==> src/rtl/pc_btb_gen.sv <==
// ---------------------------------------------------------------------------
// pc_btb_gen -- RV32I IF-stage fetch-address generator with a direct-mapped
// branch target buffer (BTB) and 2-bit saturating direction counters.
//
// The fetch PC is registered. Every cycle the current PC looks up the BTB
// combinationally. The resulting prediction (taken bit plus target) is sent
// to the IF/ID register and, unless something overrides it, becomes the next
// PC. EX can override the fetch stream with a redirect. EX also trains the
// BTB with resolved branches. Each accepted redirect increments a saturating
// counter that is used for performance debug.
//
// Parameters:
//   XLEN          address width in bits
//   BTB_ENTRIES   number of BTB entries (power of two, >= 2)
//   RESET_VECTOR  PC after reset (bits [1:0] must be zero)
//   CNT_WIDTH     width of the mispredict counter
//
// Ports:
//   clk_i              clock, rising edge
//   rst_ni             asynchronous active-low reset
//   enable_i           global advance enable (BTB training ignores it)
//   pc_write_i         hazard stall; 0 holds pc (a redirect still wins)
//   redirect_valid_i   EX resolved a mispredict/jump; load redirect_pc_i
//   redirect_pc_i      corrected fetch address (bits [1:0] ignored)
//   upd_valid_i        EX resolved a branch/JAL; train the BTB
//   upd_pc_i           address of the resolved branch
//   upd_target_i       resolved taken target
//   upd_taken_i        resolved direction
//   pc_o               current fetch address (registered)
//   pred_taken_o       BTB predicts taken for pc_o
//   pred_target_o      predicted target, pc_o+4 when not taken
//   mispredict_cnt_o   accepted redirects, saturating at all-ones
// ---------------------------------------------------------------------------
module pc_btb_gen #(
  parameter int unsigned     XLEN         = 32,
  parameter int unsigned     BTB_ENTRIES  = 16,
  parameter logic [XLEN-1:0] RESET_VECTOR = '0,
  parameter int unsigned     CNT_WIDTH    = 16
) (
  input  logic                 clk_i,
  input  logic                 rst_ni,
  input  logic                 enable_i,
  input  logic                 pc_write_i,
  input  logic                 redirect_valid_i,
  input  logic [XLEN-1:0]      redirect_pc_i,
  input  logic                 upd_valid_i,
  input  logic [XLEN-1:0]      upd_pc_i,
  input  logic [XLEN-1:0]      upd_target_i,
  input  logic                 upd_taken_i,
  output logic [XLEN-1:0]      pc_o,
  output logic                 pred_taken_o,
  output logic [XLEN-1:0]      pred_target_o,
  output logic [CNT_WIDTH-1:0] mispredict_cnt_o
);

  localparam int unsigned IDX   = $clog2(BTB_ENTRIES);
  localparam int unsigned TAG_W = XLEN - IDX - 2;

  localparam logic [XLEN-1:0]      PC_STEP = XLEN'(4);
  localparam logic [CNT_WIDTH-1:0] CNT_ONE = CNT_WIDTH'(1);
  localparam logic [CNT_WIDTH-1:0] CNT_MAX = '1;

  // 2-bit direction counter states; the MSB is the taken prediction.
  localparam logic [1:0] CTR_SNT = 2'b00;  // strongly not taken
  localparam logic [1:0] CTR_WNT = 2'b01;  // weakly not taken (reset state)
  localparam logic [1:0] CTR_WT  = 2'b10;  // weakly taken (fresh allocation)
  localparam logic [1:0] CTR_ST  = 2'b11;  // strongly taken

  // -------------------------------------------------------------------------
  // State
  // -------------------------------------------------------------------------
  logic [XLEN-1:0]        pc_q,  pc_d;
  logic [CNT_WIDTH-1:0]   cnt_q, cnt_d;

  logic [BTB_ENTRIES-1:0] valid_q;
  logic [1:0]             ctr_q [BTB_ENTRIES];
  logic [TAG_W-1:0]       tag_q [BTB_ENTRIES];
  logic [XLEN-1:0]        tgt_q [BTB_ENTRIES];

  // -------------------------------------------------------------------------
  // Lookup for the current fetch address
  // -------------------------------------------------------------------------
  logic [IDX-1:0]   lk_idx;
  logic [TAG_W-1:0] lk_tag;
  logic             lk_hit;
  logic             lk_taken;
  logic [XLEN-1:0]  lk_target;
  logic [XLEN-1:0]  pc_plus4;

  assign lk_idx   = pc_q[IDX+1:2];
  assign lk_tag   = pc_q[XLEN-1:IDX+2];
  assign lk_hit   = valid_q[lk_idx] && (tag_q[lk_idx] == lk_tag);
  assign lk_taken = lk_hit && ctr_q[lk_idx][1];

  // The sum is truncated to XLEN bits, so the top of the address space wraps
  // to zero.
  assign pc_plus4  = pc_q + PC_STEP;
  assign lk_target = lk_taken ? tgt_q[lk_idx] : pc_plus4;

  // -------------------------------------------------------------------------
  // Next-PC selection and mispredict counter
  // -------------------------------------------------------------------------
  // NOTE: every signal assigned in an always_comb receives a default at the
  // top of the block. Without these defaults, any path that skipped an
  // assignment would infer a latch.
  always_comb begin
    pc_d  = pc_q;
    cnt_d = cnt_q;
    if (enable_i) begin
      if (redirect_valid_i) begin
        // A redirect overrides a stall. The younger instructions are being
        // flushed, so there is nothing for the stall to protect.
        pc_d = {redirect_pc_i[XLEN-1:2], 2'b00};
        if (cnt_q != CNT_MAX) begin
          cnt_d = cnt_q + CNT_ONE;
        end
      end else if (pc_write_i) begin
        pc_d = lk_target;
      end
    end
  end

  // NOTE: sequential state is written only with non-blocking assignments.
  // This lets every flop sample the pre-edge values of the others, with no
  // dependence on the order in which the blocks are evaluated.
  always_ff @(posedge clk_i or negedge rst_ni) begin
    if (!rst_ni) begin
      pc_q  <= RESET_VECTOR;
      cnt_q <= '0;
    end else begin
      pc_q  <= pc_d;
      cnt_q <= cnt_d;
    end
  end

  // -------------------------------------------------------------------------
  // BTB training from EX
  // -------------------------------------------------------------------------
  logic [IDX-1:0]   upd_idx;
  logic [TAG_W-1:0] upd_tag;
  logic             upd_hit;
  logic [1:0]       upd_ctr_d;

  assign upd_idx = upd_pc_i[IDX+1:2];
  assign upd_tag = upd_pc_i[XLEN-1:IDX+2];
  assign upd_hit = valid_q[upd_idx] && (tag_q[upd_idx] == upd_tag);

  // Saturating step of the trained entry's counter. This value is used only
  // when the update hits.
  always_comb begin
    upd_ctr_d = ctr_q[upd_idx];
    if (upd_taken_i) begin
      if (ctr_q[upd_idx] != CTR_ST) begin
        upd_ctr_d = ctr_q[upd_idx] + 2'b01;
      end
    end else if (ctr_q[upd_idx] != CTR_SNT) begin
      upd_ctr_d = ctr_q[upd_idx] - 2'b01;
    end
  end

  // The valid bits and the counters have defined reset values. Training
  // depends on neither enable_i nor pc_write_i. The lookup above reads the
  // pre-edge contents, so a same-cycle update becomes visible one cycle later.
  always_ff @(posedge clk_i or negedge rst_ni) begin
    if (!rst_ni) begin
      valid_q <= '0;
      for (int i = 0; i < int'(BTB_ENTRIES); i++) begin
        ctr_q[i] <= CTR_WNT;
      end
    end else if (upd_valid_i) begin
      if (upd_hit) begin
        ctr_q[upd_idx] <= upd_ctr_d;
      end else if (upd_taken_i) begin
        // A taken miss allocates the entry and evicts any previous owner.
        valid_q[upd_idx] <= 1'b1;
        ctr_q[upd_idx]   <= CTR_WT;
      end
    end
  end

  // NOTE: the tag and target arrays are deliberately left without a reset.
  // valid_q masks them until they are written, so a reset would only add
  // fan-out to every storage flop without changing behaviour.
  // A taken update writes both fields. When it hits, the tag it rewrites is
  // identical to the stored one. When it misses, the write is the allocation.
  always_ff @(posedge clk_i) begin
    if (upd_valid_i && upd_taken_i) begin
      tag_q[upd_idx] <= upd_tag;
      tgt_q[upd_idx] <= upd_target_i;
    end
  end

  // -------------------------------------------------------------------------
  // Outputs
  // -------------------------------------------------------------------------
  assign pc_o             = pc_q;
  assign pred_taken_o     = lk_taken;
  assign pred_target_o    = lk_target;
  assign mispredict_cnt_o = cnt_q;

  // Instruction addresses are word aligned, so the byte-offset bits of the
  // incoming addresses carry no information.
  logic unused_addr_lsbs;
  assign unused_addr_lsbs = ^{redirect_pc_i[1:0], upd_pc_i[1:0]};

endmodule

==> config.mk <==
export PLATFORM = sky130hd
export DESIGN_NAME = pc_btb_gen
export DESIGN_NICKNAME = d
export VERILOG_FILES = /design/src/rtl/pc_btb_gen.sv
export SDC_FILE = /design/constraint.sdc
export NUM_CORES = 1
export LEC_CHECK = 0
export CAP_MARGIN = 0
export CORE_MARGIN = 2
export CORE_UTILIZATION = 65
export DETAILED_ROUTE_END_ITERATION = 7
export PLACE_DENSITY_LB_ADDON = 0.25
export SETUP_SLACK_MARGIN = 0.02
export SYNTH_ARGS = -nofsm -noshare
export SYNTH_HDL_FRONTEND = slang
export SYNTH_SLANG_ARGS = --single-unit
==> constraint.sdc <==
create_clock -name clk_i -period 8.6 [get_ports clk_i]
set_input_delay 0.86 -clock clk_i [delete_from_list [all_inputs] [get_ports clk_i]]
set_output_delay 0.86 -clock clk_i [all_outputs]
set_load 0.03 [all_outputs]
; After elaboration in Yosys (flattened, before gate mapping)
; Memories as Yosys holds them, arrays and structs flattened.
; Index checks and enable logic that the tools add are counted.
[totals]
ff_bits = 96
ram_bits = 928
input_bits = 103
output_inout_bits = 81
elab_cells = 80
memories = 2
[op_classes]
n_addsub = 4
n_lt_le_gt_ge = 6
eq_ne = 4
n_mux = 25
n_bitwise = 7
n_reduce_logical = 13
[memory_table]
columns = name, words, word_bits, rd, rd_ports_with_merged_regs, write_ports, line
row1 = tgt_q, 16, 32, 1, 0, 1, 78  ; logic [XLEN-1:0] tgt_q [BTB_ENTRIES];
row2 = tag_q, 16, 26, 2, 0, 1, 77  ; logic [TAG_W-1:0] tag_q [BTB_ENTRIES];
[op_table]
columns = cell, count
row1 = 2-to-1 mux 32 bit, 5
row2 = equality test 26 bit, 2
row3 = adder 32 x 3 -> 32 bit (second input constant), 1
row4 = bitwise mux 32 bit, 1
row5 = bitwise OR 16 bit, 2
row6 = adder 16 x 1 -> 16 bit (second input constant), 1
row7 = AND 16 bit, 1
row8 = binary-select mux 2 bit (select 4 bit), 2
row9 = 2-to-1 mux 2 bit, 8
row10 = != test 16 bit (second input constant), 1
row11 = inverter 16 bit, 1
row12 = greater-or-equal comparator 5 bit (second input constant), 2
row13 = less-than comparator 4 x 5 -> 1 bit (second input constant), 2
row14 = inverter 4 -> 5 bit, 2
row15 = binary-select mux 1 bit (select 4 bit), 2
row16 = demux 2 bit (select 4 bit), 1
row17 = logical AND 1 bit, 6
row18 = AND reduction 3 bit, 2
row19 = nonzero test 2 bit, 3
row20 = less-than comparator 5 x 1 -> 1 bit (second input constant), 1
row21 = 2-to-1 mux 1 bit, 5
row22 = demux 1 bit (select 4 bit), 1
row23 = greater-or-equal comparator 4 x 1 -> 1 bit (second input constant), 1
row24 = AND reduction 2 bit, 2
row25 = other kinds (4), 4

; Longest topological paths before layout
; Gate-level depths: netlist of the first run.
[depth]
word_depth = 9
ltp_mapped = 16
depth_no_buf = 10

; Worst setup path before layout of the first run
; OpenSTA, ideal clock, no wires.
[synth_timing]
path_type = input to register
startpoint = input port upd_pc_i[3]
endpoint = memory tag_q[6][0] in the netlist's numbering (enable)
setup_ns = 0.626
arrival_ns = 8.029
required_time_ns = 7.974
path_slack_ns = -0.055
cell_stages = 7
n_path_buf = 5
cell_sequence = buf_6 buf_6 buf_2 buf_2 clkbuf_1 nand2b_1 nor4_1
[synth_rtl]
columns = item, line
row1 = start: declaration, 47  ; input logic [XLEN-1:0] upd_pc_i,
row2 = end: declaration, 77
; Straight into the memory's write port.

; Final worst setup path of the first run
[layout_timing]
startpoint = register pc_q[2], in the netlist pc_o[2]
endpoint = output port pred_target_o[3]
[layout_via]
elab_chain_cells = 6
word_cells_on_any_way = 13
cone_classes = add/sub (1) / eq/ne (1) / mux (6) / bitwise (1) / reduce/logical (2) / memory (2)
[layout_lines]
columns = item, line
row1 = start: declaration, 72  ; logic [XLEN-1:0] pc_q, pc_d;
row2 = start signal: assignment, 131  ; pc_q <= pc_d;
row3 = branches (longest 5 deep; another with memory read (16 x 26 bit)), -
row4 = 2-to-1 mux 32 bit (*), 98  ; assign lk_target = lk_taken ? tgt_q[lk_idx] : pc_plus4;
row5 = end: declaration, 52  ; output logic [XLEN-1:0] pred_target_o,
; Every way passes the cells marked *. The select of a mux whose other input is x is not followed.

==> results of run 1 <==
metrics by stage:
| step | instances | power (mW) |
|---|---|---|
| finish | 3679 | 12.3 |
| global route | 3674 | 12.6 |
| CTS | 3671 | 12.3 |
| detailed placement | 3482 | 7.99 |
| global placement | 3482 | 7.94 |
| floorplan | 2462 | 7.21 |
cells by family (layout without fill, tap and decap cells):
kind of cell,after synthesis,in the layout,share of synthesized area [%]
buffers and inverters,182,460,1.89
muxes,506,506,20.9
and+or+nand+nor,422,422,4.69
AOI/OAI and AO/OA,220,220,3.65
xor gates and xnor gates,105,105,2.03
DFF,1024,1024,66.8
other,0,8,0
adders and majority gates,3,3,0.0773
cell usage after synthesis (15+ instances only):
master / count / share of area, %
and2_1: 32 / 0.44
a31o_2: 27 / 0.52
xnor2_1: 61 / 1.2
dfstp_2: 16 / 0.93
nor3_1: 18 / 0.20
mux2i_1: 140 / 3.1
buf_1: 35 / 0.29
mux4_2: 349 / 17
edfxtp_1: 928 / 61
o22ai_1: 17 / 0.23
a21oi_1: 23 / 0.25
nand3_1: 66 / 0.73
dfrtp_1: 80 / 4.4
mux2_2: 15 / 0.37
a22oi_1: 33 / 0.55
nand2_1: 139 / 1.2
nor2_1: 49 / 0.41
nand4_1: 15 / 0.21
xor2_1: 44 / 0.85
clkbuf_1: 62 / 0.51
or3_1: 32 / 0.44
o21ai_0: 23 / 0.25
inv_1: 19 / 0.16
buf_2: 44 / 0.49
worst register-to-register path, cell delays in order (launching register included):
cell and delay [ns]:
dfrtp_4 0.82, buf_4 0.60, buf_4 0.82, mux4_2 0.66, xnor2_1 0.16, nand2_1 0.10
o211ai_1 0.16, nand4_1 0.12, nand4bb_1 0.29, or2_1 0.76, or3b_2 0.73, a31oi_1 0.37
power by group through the flow:
stage	clock [mW]	sequential [mW]	combinational [mW]
floorplan	0	5.81	1.40
CTS	4.38	5.78	2.15
detailed placement	0	5.88	2.11
finish	4.37	5.79	2.18
global placement	0	5.87	2.08
global route	4.58	5.80	2.27
routing by layer:
| metal | up-vias | part of all wire, % | GRT usage (%) |
|---|---|---|---|
| met5 | - | 0.046 | 0 |
| met4 | 8 | 4.1 | 14.8 |
| met3 | 358 | 13 | 10.1 |
| met2 | 2197 | 48 | 55.2 |
| met1 | 13852 | 35 | 50.0 |
| li1 | 10518 | - | - |
final cells by class:
cell class	count	share of cell area [%]
Inverter	20	0.146
Timing Repair Buffer	251	4.50
Clock buffer	122	5.16
Antenna cell	8	0.0389
Clock inverter	67	1.23
Tap cell	931	2.26
Multi-Input combinational cell	1256	27.8
Sequential cell	1024	58.9
worst max-delay path by stage:
| stage | start | to |
|---|---|---|
| after floorplan | upd_pc_i[5] | tag_q[8][0] |
| after CTS | pc_o[2] | pred_target_o[3] |
| after global placement | pc_o[2] | pred_target_o[31] |
| final | pc_o[2] | pred_target_o[3] |
| after global routing | pc_o[2] | pred_target_o[3] |
| after detailed placement | pc_o[2] | pred_target_o[3] |
registers in the layout (all words and copies together) (netlist names):
register,flops
ctr_q,32
mispredict_cnt_o,16
pc_o,32
tag_q,416
tgt_q,512
valid_q,16
==> impl_metrics.tcl, run 1 <==
set metrics [dict create \
    status "finished clean" \
    path_cells "buf_4 -> buf_4 -> mux4_2 -> xnor2_1 -> nand2_1 -> o211ai_1 -> nand4_1 -> nand4bb_1 -> or2_1 -> or3b_2 -> nand2_1 -> clkdlybuf4s50_1" \
    final_area_um2 51500 \
    core_area_um2 68800 \
    place.gp.congestion 0.957 \
    setup_violations 0 \
    critPathMaxFanout 45 \
    crit_buf_inv 3 \
    final_cell_mix "edfxtp_1, mux4_2, clkdlybuf4s50_1, mux2i_1, nand2_1" \
    syn_to_final_growth_pct 13.6 \
    tritoncts "built" \
    ios 184 \
    die_h_um 268 \
    cp-end-kind "output pin" \
    switching_share_pct 27.0 \
    seq_power_share_pct 46.9 \
    io_buffers 179 \
    setup_tns_ns 0 \
    rows 96 \
    firstDrtPassIters 7 \
    synth_edf_count 928 \
    p_int_mw 9.01 \
    htreeDepth 3 \
    rsz0062_at_grt "false" \
    yosys_warnings 0 \
    first_global_vias 27132 \
    path_clk_slew_ns 0.06 \
    wl_um 127000 \
    timing.critical_path.depth 12 \
    holdWs_ns 0.148 \
    post-place-ws_ns 1.72 \
    ff2ff_setup_slack_ns 2.87 \
    synth_ff_type "edfxtp_1" \
    regArea_um2 30300 \
    place_area_um2 48200 \
    crit_family "simple AND/OR/NAND/NOR gates" \
    netlist_area_um2 45300 \
    vias 26933 \
    arrival_ns 6.78 \
    relSlewSlack_pct 12.9 \
    ys_types 78 \
    p_clk_share_pct 35.4 \
    multi_input_area_um2 14300 \
    clock_sinks 1024 \
    cts_made_buffers 100 \
    cts_resized 0 \
    dieArea_um2 71900 \
    clock_latency_ns 0.68 \
    worst_ep_required_time_ns 7.74 \
    clockRootBuffer "clkbuf_16" \
    p_comb_share_pct 17.6 \
    setup.worst_path.class "reg -> out" \
    clk_path_buf_depth 3 \
    reg2regPathDepth 11 \
    period_share_pct 88.9 \
    switchingPower_mw 3.33 \
    fmax_ghz 0.131 \
    track_usage_pct 36.1 \
    final_common_cell "edfxtp_1" \
    worst_hold_path_type "in -> async" \
    crit_slowest_cell "dfrtp_4" \
    fin_skew_ns 0.0411 \
    fillers 3806 \
    grt_overflow 0 \
    holdBufCountCts 0 \
    synthCells 2462 \
    start_kind "register" \
    worst_path_largest_cell_delay_ns 0.82 \
    drc 0 \
    fin_util_pct 74.8 \
    yosysSeqAreaShare_pct 66.8 \
    grt_start_max_net_pins 64 \
    worst_r2r_endpoint "pc_o[3]" \
    avgRoutedWirePerCell_um 34.4 \
    syn_avg_cell_area_um2 18.4 \
    slew_viol_final 0 \
    power_density_nw_per_um2 240 \
    finalNetCount 2758 \
    drv_cap 0 \
    antenna_found_initial 10 \
    worstMarginPinSlew_ns 1.31 \
    ant_nets 0 \
    drt_iter0_markers 4146 \
    setup_slack_ns 0.957 \
    reg2reg_from "pc_o[2]" \
    leakagePower_nw 17.1 \
    dp_hpwl_um 72900 \
    post_cts.repair.setup_buffers 0 \
    via_per_inst 7.32 \
    fin_crit_ns 7.64 \
    grt_pass1_wl_um 184000 \
    drive_gt1_share_pct 24.2 \
    initial_core_util_pct 65.9 \
    die_w_um 268 \
    finalHoldViolations 0 \
    ir_worst_vdd_mv 0.249 \
    ys_ff_latch 1024 \
    synth.net_count 2567 \
    async_flop_share_pct 9.38 \
]
No activity file was read; power rests on OpenSTA's default activity.
==> inputs of run 2 (changes only) <==
CAP_MARGIN = 10   (was 0)
CORE_UTILIZATION = 61   (was 65)
clock period = 7.9 ns   (was 8.6 ns; I/O delays follow)
==> impl_metrics.tcl, run 2 (synthesized netlist as in run 1, its figures left out) <==
set metrics [dict create \
    dieArea_um2 76500 \
    start_kind "register" \
    cp-startpoint "pc_o[2]" \
    seq_power_share_pct 46.1 \
    htreeDepth 3 \
    leakagePower_nw 17.2 \
    dp_hpwl_um 72200 \
    grt_overflow 0 \
    clk_path_buf_depth 3 \
    path_clk_slew_ns 0.06 \
    track_usage_pct 33.0 \
    critPathMaxFanout 32 \
    top_register "tgt_q" \
    worstMarginPinSlew_ns 1.25 \
    largest_reg_flops 512 \
    ir_worst_vdd_mv 0.211 \
    avgRoutedWirePerCell_um 33.7 \
    period_share_pct 92.4 \
    setup.worst_path.class "reg -> out" \
    worst_hold_path_type "in -> async" \
    rsz0062_at_grt "false" \
    setup_tns_ns 0 \
    fin_crit_ns 7.30 \
    finalHoldViolations 0 \
    worst_ep_required_time_ns 7.11 \
    post_cts.repair.setup_buffers 0 \
    status "finished clean" \
    slew_viol_final 0 \
    multi_input_area_um2 14300 \
    place.gp.congestion 0.931 \
    reg2reg_from "pc_o[2]" \
    holdBufCountCts 0 \
    grt_start_max_net_pins 131 \
    clockRootBuffer "clkbuf_16" \
    drive_gt1_share_pct 24.7 \
    antenna_found_initial 10 \
    relSlewSlack_pct 16.8 \
    grt_pass1_wl_um 184000 \
    fin_skew_ns 0.0325 \
    cts_resized 0 \
    fillers 4433 \
    ant_nets 0 \
    die_w_um 277 \
    core_area_um2 73300 \
    clock_latency_ns 0.67 \
    tritoncts "built" \
    clock_sinks 1024 \
    ios 184 \
    final_cell_mix "edfxtp_1, mux4_2, clkdlybuf4s50_1, mux2i_1, nand2_1" \
    initial_core_util_pct 61.8 \
    arrival_ns 6.51 \
    switching_share_pct 26.4 \
    fmax_ghz 0.137 \
    drc 0 \
    cp-end-kind "output pin" \
    switchingPower_mw 3.61 \
    firstDrtPassIters 7 \
    rows 99 \
    syn_to_final_growth_pct 14.3 \
    io_buffers 179 \
    p_clk_share_pct 36.7 \
    wl_um 125000 \
    drt_iter0_markers 4039 \
    top_regs "tgt_q: 512 flops, tag_q: 416 flops" \
    regArea_um2 30300 \
    finalNetCount 2761 \
    die_h_um 277 \
    final_common_cell "edfxtp_1" \
    cts_made_buffers 103 \
    p_int_mw 10.1 \
    power_density_nw_per_um2 264 \
    fin_util_pct 70.7 \
    p_comb_share_pct 17.2 \
    vias 26573 \
    setup_violations 0 \
    drv_cap 0 \
    first_global_vias 27138 \
    via_per_inst 7.17 \
]
run 2: cell types whose count changed in the layout (fill, tap and decap cells not counted), sizes merged:
| cell | previous run | this run |
|---|---|---|
| bufinv | 9 | 14 |
| clkbuf | 122 | 135 |
| clkinv | 51 | 33 |
| clkinvlp | 3 | 8 |
| diode | 8 | 5 |
| inv | 24 | 23 |
run 2: power groups by stage:
stage | clock network, mW | logic (mW) | registers, mW
detailed placement | 0 | 2.31 | 6.40
global placement | 0 | 2.28 | 6.39
global route | 5.24 | 2.47 | 6.31
CTS | 5.05 | 2.34 | 6.29
floorplan | 0 | 1.52 | 6.33
finish | 5.02 | 2.36 | 6.30
run 2: through the flow:
stage          area, um2  setup WS [ns]  instances  hold WS (ns)  power [mW]
4_1_cts            51800          0.393       3702         0.110        13.7
3_5_place_dp       48300           1.14       3509         0.464        8.71
5_1_grt            51800          0.462       3707         0.154        14.0
3_3_place_gp       48300           1.09       3509         0.456        8.66
6_report           51800          0.602       3708         0.127        13.7
2_1_floorplan      45300          0.835       2462         0.442        7.85
run 2: critical path: stages, from the launching register on:
cell,delay (ns)
dfrtp_4,0.87
nor2b_2,0.98
a22oi_1,0.31
nand3b_1,0.23
nor4bb_1,0.47
o21ai_0,0.17
or4_4,0.77
or3_1,0.61
buf_16,0.26
buf_4,0.17
nand2_1,0.10
and2_1,0.16
clkdlybuf4s50_1,0.67
run 2: area by class of cell:
cell class / instances / share of cell area [%]
Clock inverter: 58 / 1.37
Tap cell: 959 / 2.32
Inverter: 20 / 0.145
Timing Repair Buffer: 251 / 4.65
Clock buffer: 135 / 5.36
Multi-Input combinational cell: 1256 / 27.6
Antenna cell: 5 / 0.0242
Sequential cell: 1024 / 58.5
run 2: routing by layer:
metal	vias to the layer above	global-route usage, %	wire (um)
met5	-	0	79
met1	13724	46.2	45900
met3	322	8.00	15200
met4	12	13.2	5100
met2	1993	51.1	58700
li1	10522	-	-
run 2: final timing paths:
check	endpoint	depth (start not counted)	slack, ns
setup reg to reg	pc_o[31]	10	2.52
max in group asynchronous	pc_o[5]	2	6.31
hold / removal	mispredict_cnt_o[4]	1	0.13
hold reg to reg	ctr_q[10]	2	0.47
min in group clk_i	ctr_q[10]	2	0.47
setup / recovery	pred_target_o[17]	12	0.60
